### src/rtl/filt_scan_pkg.sv
// Shared types and width helpers for the filt_scan debounce controller.
package filt_scan_pkg;

  typedef enum logic [1:0] {S_IDLE, S_SCAN, S_STALL} state_e;

  function automatic int pw_f(input int ch);
    return (ch > 1) ? $clog2(ch) : 1;
  endfunction

  function automatic int cw_f(input int on_len, input int off_len);
    return $clog2(((on_len > off_len) ? on_len : off_len) + 1);
  endfunction

endpackage

### src/rtl/filt_chan_upd.sv
// Combinational filter update for one channel; shared across channels by the scanner.
module filt_chan_upd #(
  parameter int CW = 2
) (
  input  logic          s,
  input  logic          y,
  input  logic [CW-1:0] cnt,
  input  logic [CW-1:0] L,
  output logic          y_nx,
  output logic [CW-1:0] cnt_nx,
  output logic          toggle
);

  logic [CW:0] inc;

  assign inc = {1'b0, cnt} + {{CW{1'b0}}, 1'b1};

  always_comb begin
    y_nx   = y;
    cnt_nx = '0;
    toggle = 1'b0;
    if (s != y) begin
      if (inc < {1'b0, L}) begin
        cnt_nx = inc[CW-1:0];
      end else begin
        toggle = 1'b1;
        y_nx   = s;
      end
    end
  end

endmodule

### src/rtl/filt_scan.sv
// Round-robin debounce controller with a valid/ready toggle event port.
// Define FILT_SCAN_SYNC_EN to add a 2-flop synchronizer on every input bit.
module filt_scan
  import filt_scan_pkg::*;
#(
  parameter  int CH      = 4,
  parameter  int ON_LEN  = 3,
  parameter  int OFF_LEN = 3,
  localparam int PW      = pw_f(CH),
  localparam int CW      = cw_f(ON_LEN, OFF_LEN)
) (
  input  logic          clk,
  input  logic          rst_n,
  input  logic          en,
  input  logic          clr,
  input  logic [CH-1:0] i,
  output logic [CH-1:0] y,
  output logic          ev_valid,
  input  logic          ev_ready,
  output logic [PW-1:0] ev_ch,
  output logic          ev_level
);

  state_e        state_q, state_d;
  logic [PW-1:0] ptr_q, ptr_d;
  logic [CH-1:0] y_q, y_d;
  logic [CW-1:0] cnt_q [CH];
  logic [CW-1:0] cnt_d [CH];
  logic          evv_q, evv_d;
  logic [PW-1:0] evch_q, evch_d;
  logic          evlvl_q, evlvl_d;

  logic [CH-1:0] samp;
  logic          s_cur, y_nx, toggle;
  logic [CW-1:0] cnt_nx, len_sel;
  logic [PW-1:0] ptr_nx;

`ifdef FILT_SCAN_SYNC_EN
  logic [CH-1:0] sync1_q, sync2_q;

  always_ff @(posedge clk or negedge rst_n) begin
    if (!rst_n) begin
      sync1_q <= '0;
      sync2_q <= '0;
    end else begin
      sync1_q <= i;
      sync2_q <= sync1_q;
    end
  end

  assign samp = sync2_q;
`else
  assign samp = i;
`endif

  assign s_cur   = samp[ptr_q];
  assign len_sel = y_q[ptr_q] ? CW'(OFF_LEN) : CW'(ON_LEN);
  assign ptr_nx  = (ptr_q == PW'(CH - 1)) ? '0 : ptr_q + PW'(1);

  filt_chan_upd #(.CW(CW)) u_upd (
    .s      (s_cur),
    .y      (y_q[ptr_q]),
    .cnt    (cnt_q[ptr_q]),
    .L      (len_sel),
    .y_nx   (y_nx),
    .cnt_nx (cnt_nx),
    .toggle (toggle)
  );

  // A stalled toggle leaves ptr and the channel untouched so it is re-sampled next cycle.
  always_comb begin
    state_d = state_q;
    ptr_d   = ptr_q;
    y_d     = y_q;
    cnt_d   = cnt_q;
    evv_d   = evv_q;
    evch_d  = evch_q;
    evlvl_d = evlvl_q;
    if (evv_q && ev_ready) evv_d = 1'b0;
    if (clr) begin
      state_d = S_IDLE;
      ptr_d   = '0;
      y_d     = '0;
      for (int c = 0; c < CH; c++) cnt_d[c] = '0;
      evv_d   = 1'b0;
      evch_d  = '0;
      evlvl_d = 1'b0;
    end else if (!en) begin
      state_d = S_IDLE;
    end else begin
      case (state_q)
        S_IDLE: state_d = S_SCAN;
        default: begin
          if (toggle) begin
            if (!evv_q || ev_ready) begin
              y_d[ptr_q]   = y_nx;
              cnt_d[ptr_q] = '0;
              evv_d        = 1'b1;
              evch_d       = ptr_q;
              evlvl_d      = y_nx;
              ptr_d        = ptr_nx;
              state_d      = S_SCAN;
            end else begin
              state_d = S_STALL;
            end
          end else begin
            cnt_d[ptr_q] = cnt_nx;
            ptr_d        = ptr_nx;
            state_d      = S_SCAN;
          end
        end
      endcase
    end
  end

  always_ff @(posedge clk or negedge rst_n) begin
    if (!rst_n) begin
      state_q <= S_IDLE;
      ptr_q   <= '0;
      y_q     <= '0;
      for (int c = 0; c < CH; c++) cnt_q[c] <= '0;
      evv_q   <= 1'b0;
      evch_q  <= '0;
      evlvl_q <= 1'b0;
    end else begin
      state_q <= state_d;
      ptr_q   <= ptr_d;
      y_q     <= y_d;
      cnt_q   <= cnt_d;
      evv_q   <= evv_d;
      evch_q  <= evch_d;
      evlvl_q <= evlvl_d;
    end
  end

  assign y        = y_q;
  assign ev_valid = evv_q;
  assign ev_ch    = evch_q;
  assign ev_level = evlvl_q;

endmodule

### config.mk
export PLATFORM = sky130hd
export DESIGN_NAME = filt_scan
export DESIGN_NICKNAME = d
export VERILOG_FILES = /design/src/rtl/filt_scan_pkg.sv /design/src/rtl/filt_chan_upd.sv /design/src/rtl/filt_scan.sv
export SDC_FILE = /design/constraint.sdc
export NUM_CORES = 1
export LEC_CHECK = 0
export CAP_MARGIN = 20
export CORE_MARGIN = 2
export CORE_UTILIZATION = 50
export DETAILED_ROUTE_END_ITERATION = 8
export PLACE_DENSITY_LB_ADDON = 0.15
export SYNTH_ARGS = -nofsm -noshare
export SYNTH_HDL_FRONTEND = slang
export SYNTH_SLANG_ARGS = --single-unit
### constraint.sdc
create_clock -name clk -period 2.6 [get_ports clk]
set_input_delay 0.26 -clock clk [delete_from_list [all_inputs] [get_ports clk]]
set_output_delay 0.26 -clock clk [all_outputs]
set_load 0.02 [all_outputs]
### Yosys cells after proc, flatten, opt, wreduce, memory -nomap -nowiden

Cells that the tools add are included.

| word-level totals | value |
|---|---|
| memories | 0 |
| latch bits | 0 |
| register bits after elaboration | 20 |
| bits in read-only memories | 0 |
| bits in writable memories | 0 |
| input port bits | 9 |

| operators by class | value |
|---|---|
| equality and inequality tests | 4 |
| bitwise gates (word level) | 3 |
| multiplexer cells | 56 |
| shifts and indexed selects | 0 |
| $mul | 0 |
| reductions and logical operators | 11 |
| order comparisons | 5 |
| add/sub/neg operators | 2 |
| div/mod/pow operators | 0 |

Operator list:

| kind | number |
|---|---|
| $mux W2 | 21 |
| $mux W8 | 5 |
| $mux W4 | 5 |
| $mux W1 | 18 |
| $and A8 B8 Y8 | 1 |
| $bwmux W8 | 1 |
| $not A8 Y8 | 1 |
| $reduce_bool A2 Y1 | 3 |
| $bmux W1 S2 | 2 |
| $bmux W2 S2 | 1 |
| $bwmux W4 | 1 |
| $demux W2 S2 | 1 |
| $reduce_and A4 Y1 | 1 |
| $add A2 B1 Y3 const B | 1 |
| $ge A3 B3 Y1 const B | 1 |
| $logic_and A1 B1 Y1 | 3 |
| $lt A2 B3 Y1 const B | 1 |
| $lt A3 B1 Y1 const B | 1 |
| $lt A3 B2 Y1 const B | 1 |
| $ne A3 B2 Y1 const B | 1 |
| $not A2 Y3 | 1 |
| $reduce_and A3 Y1 | 1 |
| $add A2 B1 Y2 const B | 1 |
| $demux W1 S2 | 1 |
| other kinds (7) | 7 |

### Depth between registers and ports, before layout

Gate-level depths: netlist (run 1).

| depth | value |
|---|---|
| word-level depth | 14 |
| depth in mapped cells | 6 |

### Modules after synthesis

Synthesis (run 1) repeated with hierarchy kept, for this count alone.

| second synthesis, totals | value |
|---|---|
| cell total of the unflattened synthesis | 98 |
| area total of the unflattened synthesis | 1,179.9 um^2 |

By module, submodules not included:

| module | cells an instance | area each (um^2) | instances |
|---|---|---|---|
| filt_scan | 87 | 1,072.3 | 1 |
| filt_chan_upd | 11 | 107.6 | 1 |

### Worst setup path before layout (run 1)

Ideal clock, no wire load.

| timing path | value |
|---|---|
| path kind | register -> register |
| from | register ptr_q[0] |
| to | register y_q[0], in the netlist y[0] |
| period minus slack after synthesis | 1.965 ns |
| stages on the path, launching flop included | 7 |
| required time | 2.478 ns |
| arrival time | 1.843 ns |
| path slack | 0.635 ns |
| buffers on the path | 2 |
| setup time | 0.122 ns |
| path through | dfrtp_1 > buf_6 > mux4_2 > xor2_4 > buf_6 > nand3_1 > a32o_1 |

| on the way | value |
|---|---|
| cells in the longest elaborated chain, start to end | 14 |
| elaborated cells on any way between the ends | 28 |

RTL lines:

| item | line | source |
|---|---|---|
| from (decl) | filt_scan.sv:25 | `logic [PW-1:0] ptr_q, ptr_d;` |
| from (signal assigned) | filt_scan.sv:127 | `ptr_q <= ptr_d;` |
| $not A2 Y3 (implied by the code) | filt_scan.sv:63 | `.cnt (cnt_q[ptr_q]),` |
| $bmux W2 S2 | filt_scan.sv:63 |  |
| $mux W2 (implied by the code) (2 in series) | filt_scan.sv:63 |  |
| $add A2 B1 Y3 | filt_chan_upd.sv:16 | `assign inc = {1'b0, cnt} + {{CW{1'b0}}, 1'b1};` |
| $lt A3 B2 Y1 | filt_chan_upd.sv:23 | `if (inc < {1'b0, L}) begin` |
| $mux W1 | filt_chan_upd.sv:23 |  |
| $mux W1 | filt_chan_upd.sv:22 | `if (s != y) begin` |
| $bwmux W4 | filt_scan.sv:96 | `y_d[ptr_q] = y_nx;` |
| $mux W4 | filt_scan.sv:95 | `if (!evv_q \|\| ev_ready) begin` |
| $mux W4 | filt_scan.sv:94 | `if (toggle) begin` |
| $mux W4 | filt_scan.sv:91 | `case (state_q)` |
| $mux W4 | filt_scan.sv:88 | `end else if (!en) begin` |
| $mux W4 | filt_scan.sv:80 | `if (clr) begin` |
| to (signal assigned) | filt_scan.sv:128 | `y_q <= y_d;` |
| to (decl) | filt_scan.sv:26 | `logic [CH-1:0] y_q, y_d;` |

Parallel ways exist; a longest one is shown, timed or not. The select of a mux whose other input is x is not followed.
A chain may end at the register's enable or synchronous reset.

### Final worst setup path (run 1)

| timing path | value |
|---|---|
| from | register ptr_q[0] |
| to | register state_q[1] |

| on the way | value |
|---|---|
| cells in the longest elaborated chain, start to end | 12 |
| elaborated cells on any way between the ends | 17 |

RTL lines:

| item | line | source |
|---|---|---|
| $not A2 Y3 (implied by the code) | filt_scan.sv:63 |  |
| $bmux W2 S2 | filt_scan.sv:63 |  |
| $mux W2 (implied by the code) (2 in series) | filt_scan.sv:63 |  |
| $add A2 B1 Y3 | filt_chan_upd.sv:16 |  |
| $lt A3 B2 Y1 | filt_chan_upd.sv:23 |  |
| $mux W1 | filt_chan_upd.sv:23 |  |
| $mux W1 (*) | filt_chan_upd.sv:22 |  |
| $mux W2 (*) | filt_scan.sv:94 |  |
| $mux W2 (*) | filt_scan.sv:91 |  |
| $mux W2 (*) | filt_scan.sv:88 |  |
| $mux W2 (*) | filt_scan.sv:80 |  |
| named net state_d[1] | filt_scan.sv:24 | `state_e state_q, state_d;` |
| to (signal assigned) | filt_scan.sv:126 | `state_q <= state_d;` |
| to (decl) | filt_scan.sv:24 |  |

The timed path passes the listed nets; every way through them passes the cells marked *. The select of a mux whose other input is x is not followed.

==> results of run 1 <==
[report_power, final]
group          total [mW]  internal [mW]  switching, mW
clock               0.182         0.0853         0.0964
sequential          0.318          0.314        0.00485
combinational      0.0686         0.0277         0.0409
total               0.569          0.427          0.142
[layout make-up]
| cell class | count | area (sq um) |
|---|---|---|
| Clock buffer | 4 | 36.3 |
| Fill cell | 194 | 856 |
| Inverter | 8 | 30.0 |
| Multi-Input combinational cell | 78 | 608 |
| Sequential cell | 20 | 500 |
| Tap cell | 28 | 35.0 |
| Timing Repair Buffer | 17 | 168 |
[flip-flops by register name, indices dropped and copies added (netlist names)]
name / count
cnt_q: 8
y: 4
ev_ch: 2
ptr_q: 2
state_q: 2
ev_level: 1
ev_valid: 1
[logic make-up after synthesis]
family / after synthesis
flip-flops: 20
AO/OA/AOI/OAI: 26
adder cells (fa/ha/maj): 4
AND/OR/NAND/NOR: 40
buffers and inverters: 15
multiplexers: 6
XOR/XNOR: 2
[stage by stage]
stage | instance area [sq um] | instances | worst slack, ns | hold slack (ns)
floorplan | 1190 | 113 | 0.635 | -0.0356
global placement | 1340 | 151 | 0.410 | 0.499
detailed placement | 1340 | 151 | 0.352 | 0.499
CTS | 1380 | 155 | 0.321 | 0.485
global route | 1380 | 155 | 0.125 | 0.540
finish | 1380 | 155 | 0.328 | 0.451
[synth_stat cells, drive strengths merged]
cell type / n
a211oi: 4
a21oi: 4
a31o: 1
a31oi: 1
a32o: 4
and3: 1
and4b: 1
buf: 5
clkbuf: 2
dfrtp: 20
ha: 4
inv: 8
mux2: 1
mux2i: 1
mux4: 4
nand2: 12
nand2b: 2
nand3: 16
nor2: 3
nor2b: 1
nor3: 1
nor3b: 1
nor4: 1
nor4b: 1
o21a: 1
o21ai: 11
xnor2: 1
xor2: 1
[worst max path at each step]
stage / end / slack [ns] / startpoint / cells after the start
5_1_grt: state_q[1]$_DFF_PN0_ / 0.12 / ptr_q[0]$_DFFE_PN0P_ / 5
3_3_place_gp: ptr_q[0]$_DFFE_PN0P_ / 0.41 / ptr_q[0]$_DFFE_PN0P_ / 4
4_1_cts: ptr_q[0]$_DFFE_PN0P_ / 0.32 / ptr_q[0]$_DFFE_PN0P_ / 4
3_5_place_dp: ptr_q[0]$_DFFE_PN0P_ / 0.35 / ptr_q[0]$_DFFE_PN0P_ / 4
2_1_floorplan: y[0]$_DFFE_PN0P_ / 0.63 / ptr_q[0]$_DFFE_PN0P_ / 6
6_report: state_q[1]$_DFF_PN0_ / 0.33 / ptr_q[0]$_DFFE_PN0P_ / 5
[routing by layer]
layer,wire length [um],vias up
met3,102,2
met1,1150,442
met4,14,0
li1,-,436
met2,1210,16
met5,0,-
==> results.md, run 1 <==
- WP data arrival: approximately 2.5 ns
- Pre-Repair DR Iteration Count: 4
- Post-CTS Hold Buffers: 0
- Tot Pwr: around 0.57 mW
- Slew Viols, Final: 0
- Multiplexer area fraction after synthesis: a little under a tenth
- Cell Area, Synth: between 1000 and 1500 sq um
- Final setup vio count: 0
- Outcome: completed
- First-pass GRT wire length: 4.13 mm
- Synth Area in XOR/XNOR: 3.04%
- Share of layout cells above drive strength 1: 13.4%
- Synthesized area per cell: 10.6 sq um
- Crit path time final: approximately 2.3 ns
- Initial Util: 53.4%
- Clk sink count: 20
- DR vias: 896
- Die area: 2790 sq um
- Pwr dens: 413 nW/um^2
- Worst-Skew Late Latency: 0.30 ns
- Pin count of the biggest net entering global routing: 21
- Max VDD drop: 298 uV
- CP Capture Type: register
- Global placer's final weighted congestion: 0.829
- Crit path required time: 2.82 ns
- CTS Root Cell: clkbuf_4
- Adder-cell share of the synthesized area: 4.20%
- DRT iter0 DRCs: 14
- Leakage power: approximately 0.54 nW
- GRT Overall Usage: 20.5%
- Overflow after GRT: 0
- Vias in the first global route: 881
- Initial antenna violation count: 0
- Number of max-cap violations: 0
- Wire per inst: 16.0 um
- R2r setup slk: 0.33 ns
- TritonCTS buffer count: 3
- RSZ-0062 raised after global routing: no
- Compound-gate portion of the synthesized area: 16.7%
- N_diodes: 0
- Cell Chain, Critical Path: mux4_2 > xor2_4 > buf_4 > nand2_1 > nor3_1
- Synth unique cells: 32
- Reg2Reg Launch Point: ptr_q[0]$_DFFE_PN0P_
- Routed wire length: 2.48 mm
- Post-Syn Instances: 113
- TritonCTS clock tree: yes
- CTS Buffer Depth: 2
- Slew HR: about 40%
- # rows: 17
- Tightest Hold Check Type: in2async
- Cell depth of the worst flop-to-flop path: 5
- Layout Utilization: slightly above 60%
- Max Fclk: 440 MHz
- Met1 GRT Util: 27.6%
- Slew @ Worst Pin: between 0.8 and 0.9 ns
- Synthesized flop and latch total: 20
- Met2 Use GR: 34.4%
- Post-DR vias/cell: 5.78
- Period utilization: between 80% and 90%
- Synth Net Count: approximately 130
- Synth top area cells: dfrtp_1 (42%), mux4_2 (7.6%), nand3_1 (6.7%), a211oi_2 (4.2%), ha_1 (4.2%)
- Synthesis-to-finish area growth: 15.5%
- Clk slew on worst S/H paths: 0.12 ns
- # DRC: 0
- Startpoint types: register
- Endpoints failing hold: 0
- Commonest non-fill, non-tap cell in the layout: dfrtp_1
- Register area share after synthesis: 42.0%
- Delay of the slowest cell on the worst path: between 0.6 and 0.7 ns
- Die Y: 52.8 um
- Die W: 52.8 um
- Top Ports: 17
- Slowest library cell on the worst path: mux4_2
- Most frequent cells in the layout: dfrtp_1 (20), nand3_1 (16), clkdlybuf4s50_1 (16)
- Layout Skew: 0.00815 ns
- Post-Synth Simple-Gate Area: 17.7%
- Largest family of logic cells by synthesized area: simple AND/OR/NAND/NOR gates
- Detail Placement HPWL: 1.82 mm
- Setup TNS: 0 ns
- Worst Path Max Fanout: 13
- Routing usage on met3: 2.86%
- Port bufs: 16
- YS warnings: 0
- # Post-CTS Setup Buffers: 0
- H-tree Lvls: 1
- Grt peak-use layer: met2
- CP Buf/Inv Count: 1
- Critical path's top delay family: multiplexers
- Placeable Area: 2230 sq um
- Post-synth top area share: 42.0%
- Post-synth top area cell: dfrtp_1
- Setup Crit Path Kind: reg2reg
- Final nets: between 100 and 150
- Antenna Violating Nets Remaining: 0
- Post-CTS Resized: 0
- R2r endpoint: state_q[1]$_DFF_PN0_
Power figures use the tool's default switching activity.
==> run 2, diff against run 1 <==
--- a/config.mk
+++ b/config.mk
@@ -9,7 +9,7 @@
 export CORE_MARGIN = 2
 export CORE_UTILIZATION = 50
 export DETAILED_ROUTE_END_ITERATION = 8
-export PLACE_DENSITY_LB_ADDON = 0.15
+export PLACE_DENSITY = 0.74
 export SYNTH_ARGS = -nofsm -noshare
 export SYNTH_HDL_FRONTEND = slang
 export SYNTH_SLANG_ARGS = --single-unit
==> results.md, run 2 (synthesized netlist as in run 1, its figures left out) <==
- Layout Skew: 0.00189 ns (was 0.00815 ns)
- Port bufs: 16 (unchanged)
- TritonCTS buffer count: 3 (unchanged)
- Die Y: 52.8 um (unchanged)
- Met1 wire length: 1.12 mm (was 1.15 mm)
- Most frequent cells in the layout: dfrtp_1 (20), nand3_1 (16), clkdlybuf4s50_1 (16) (unchanged)
- Synthesis-to-finish area growth: 16.9% (was 15.5%)
- Pin count of the biggest net entering global routing: 21 (unchanged)
- Commonest non-fill, non-tap cell in the layout: dfrtp_1 (unchanged)
- H-tree Lvls: 1 (unchanged)
- Setup TNS: 0 ns (unchanged)
- Startpoint types: register (unchanged)
- Cell depth of the worst flop-to-flop path: 4 (was 5)
- CP Buf/Inv Count: 0 (was 1)
- Setup Crit Path Kind: reg2reg (unchanged)
- Leakage power: 0.547 nW (was 0.540 nW)
- Slew @ Worst Pin: 0.854 ns (was 0.897 ns)
- Final nets: 141 (unchanged)
- Top Metal Used: met4 (unchanged)
- Vias in the first global route: 963 (was 881)
- Slew Viols, Final: 0 (unchanged)
- Slew HR: 42.9% (was 40.0%)
- Final setup vio count: 0 (unchanged)
- Outcome: completed (unchanged)
- Met2 routed WL: 1.31 mm (was 1.21 mm)
- Stages on worst setup path: 4 (was 5)
- Die W: 52.8 um (unchanged)
- Cell Chain, Critical Path: mux4_2 > nor2b_1 > a21oi_4 > mux2_1 (was mux4_2 > xor2_4 > buf_4 > nand2_1 > nor3_1)
- First-pass GRT wire length: 4.42 mm (was 4.13 mm)
- Die area: 2790 sq um (unchanged)
- Max reg flops: 8 (unchanged)
- Top Ports: 17 (unchanged)
- Delay of the slowest cell on the worst path: 0.65 ns (about the same)
- Top reg by flops: cnt_q (unchanged)
- N_diodes: 0 (unchanged)
- Number of max-cap violations: 0 (unchanged)
- Clk slew on worst S/H paths: 0.12 ns (about the same)
- # rows: 17 (unchanged)
- Filler instances: 186 (was 194)
- CTS Root Cell: clkbuf_4 (unchanged)
- DR vias: 950 (was 896)
- Min Hold Slack: 0.433 ns (was 0.451 ns)
- Period utilization: 87.7% (was 87.4%)
- WP data arrival: 2.48 ns (was 2.49 ns)
- Post-CTS Resized: 0 (unchanged)
- Global placer's final weighted congestion: 0.822 (was 0.829)
- Pre-Repair DR Iteration Count: 5 (was 4)
- Crit. Startpoint: ptr_q[0]$_DFFE_PN0P_ (unchanged)
- Endpoints failing hold: 0 (unchanged)
- # DRC: 0 (unchanged)
- Post-CTS Hold Buffers: 0 (unchanged)
- Crit path time final: 2.28 ns (was 2.27 ns)
- Clk sink count: 20 (unchanged)
- DRT iter0 DRCs: 30 (was 14)
- Placeable Area: 2230 sq um (unchanged)
- Max VDD drop: 366 uV (was 298 uV)
- Crit path required time: 2.79 ns (was 2.82 ns)
- Max Fclk: 438 MHz (was 440 MHz)
- Worst Path Max Fanout: 9 (was 13)
- GRT Overall Usage: 22.0% (was 20.5%)
- Overflow after GRT: 0 (unchanged)
- Detail Placement HPWL: 1.95 mm (was 1.82 mm)
- Reg2Reg Launch Point: ptr_q[0]$_DFFE_PN0P_ (unchanged)
- Critical path's top delay family: multiplexers (unchanged)
- TritonCTS clock tree: yes (unchanged)
- Initial antenna violation count: 0 (unchanged)
- CTS Buffer Depth: 2 (unchanged)
- Antenna Violating Nets Remaining: 0 (unchanged)
- Tightest Hold Check Type: in2async (unchanged)
- Post-DR vias/cell: 6.13 (was 5.78)
- Slowest library cell on the worst path: nor2b_1 (was mux4_2)
- Met3 Wirelength: 139 um (was 102 um)
- Worst-Skew Late Latency: 0.30 ns (about the same)
- Pwr dens: 462 nW/um^2 (was 413 nW/um^2)
- Initial Util: 53.4% (unchanged)
- Routed wire length: 2.62 mm (was 2.48 mm)
- # Post-CTS Setup Buffers: 0 (unchanged)
- RSZ-0062 raised after global routing: no (unchanged)
- Share of layout cells above drive strength 1: 13.4% (unchanged)
- CP Capture Type: register (unchanged)
- Wire per inst: 16.9 um (was 16.0 um)
## run 2: cell types whose count changed in the layout (fill, tap and decap cells not counted)
| cell | delta |
|---|---|
| bufinv_16 | +1 |
| clkbuf_8 | -1 |
## run 2: final timing paths
path	endpoint	slack, ns
setup / recovery	ptr_q[0]$_DFFE_PN0P_	0.32
hold / removal	cnt_q[7]$_DFFE_PN0P_	0.43
setup reg to reg	ptr_q[0]$_DFFE_PN0P_	0.32
hold reg to reg	cnt_q[0]$_DFFE_PN0P_	0.53
max in group asynchronous	y[3]$_DFFE_PN0P_	1.65
min in group clk	cnt_q[0]$_DFFE_PN0P_	0.53
## run 2: area by class of cell
class                   count  area [sq um]  area share [%]
repair buffers             17           168            12.0
well taps                  28          35.0            2.51
clock buffers               3          22.5            1.62
multi-input cells          78           608            43.6
flip-flops and latches     20           500            35.9
inverters                   8          30.0            2.15
clock inverters             1          30.0            2.15
## run 2: power by group
group	internal (mW)	switching, mW	total (mW)	leakage, nW
Sequential	0.314	0.00504	0.319	0.278
Clock	0.156	0.101	0.256	0.0279
Combinational	0.0277	0.0410	0.0687	0.241
## run 2: routing by layer
metal	GRT usage, %	up-vias
li1	-	431
met1	29.4	478
met2	34.6	33
met5	0	-
met4	8.97	0
met3	4.57	8
## run 2: stage by stage
step | worst slack [ns] | instances | area [sq um] | power (mW) | util (%)
final | 0.319 | 155 | 1390 | 0.644 | 62.4
after global routing | 0.218 | 155 | 1390 | 0.671 | 62.4
after CTS | 0.344 | 155 | 1390 | 0.645 | 62.4
after detailed placement | 0.363 | 151 | 1340 | 0.393 | 60.1
after global placement | 0.450 | 151 | 1340 | 0.390 | 60.1
after floorplan | 0.635 | 113 | 1190 | 0.369 | -
## run 2: worst reg2reg max path: stages, from the launching register on
cell     delay, ns
dfrtp_1       0.54
mux4_2        0.50
nor2b_1       0.65
a21oi_4       0.13
mux2_1        0.34
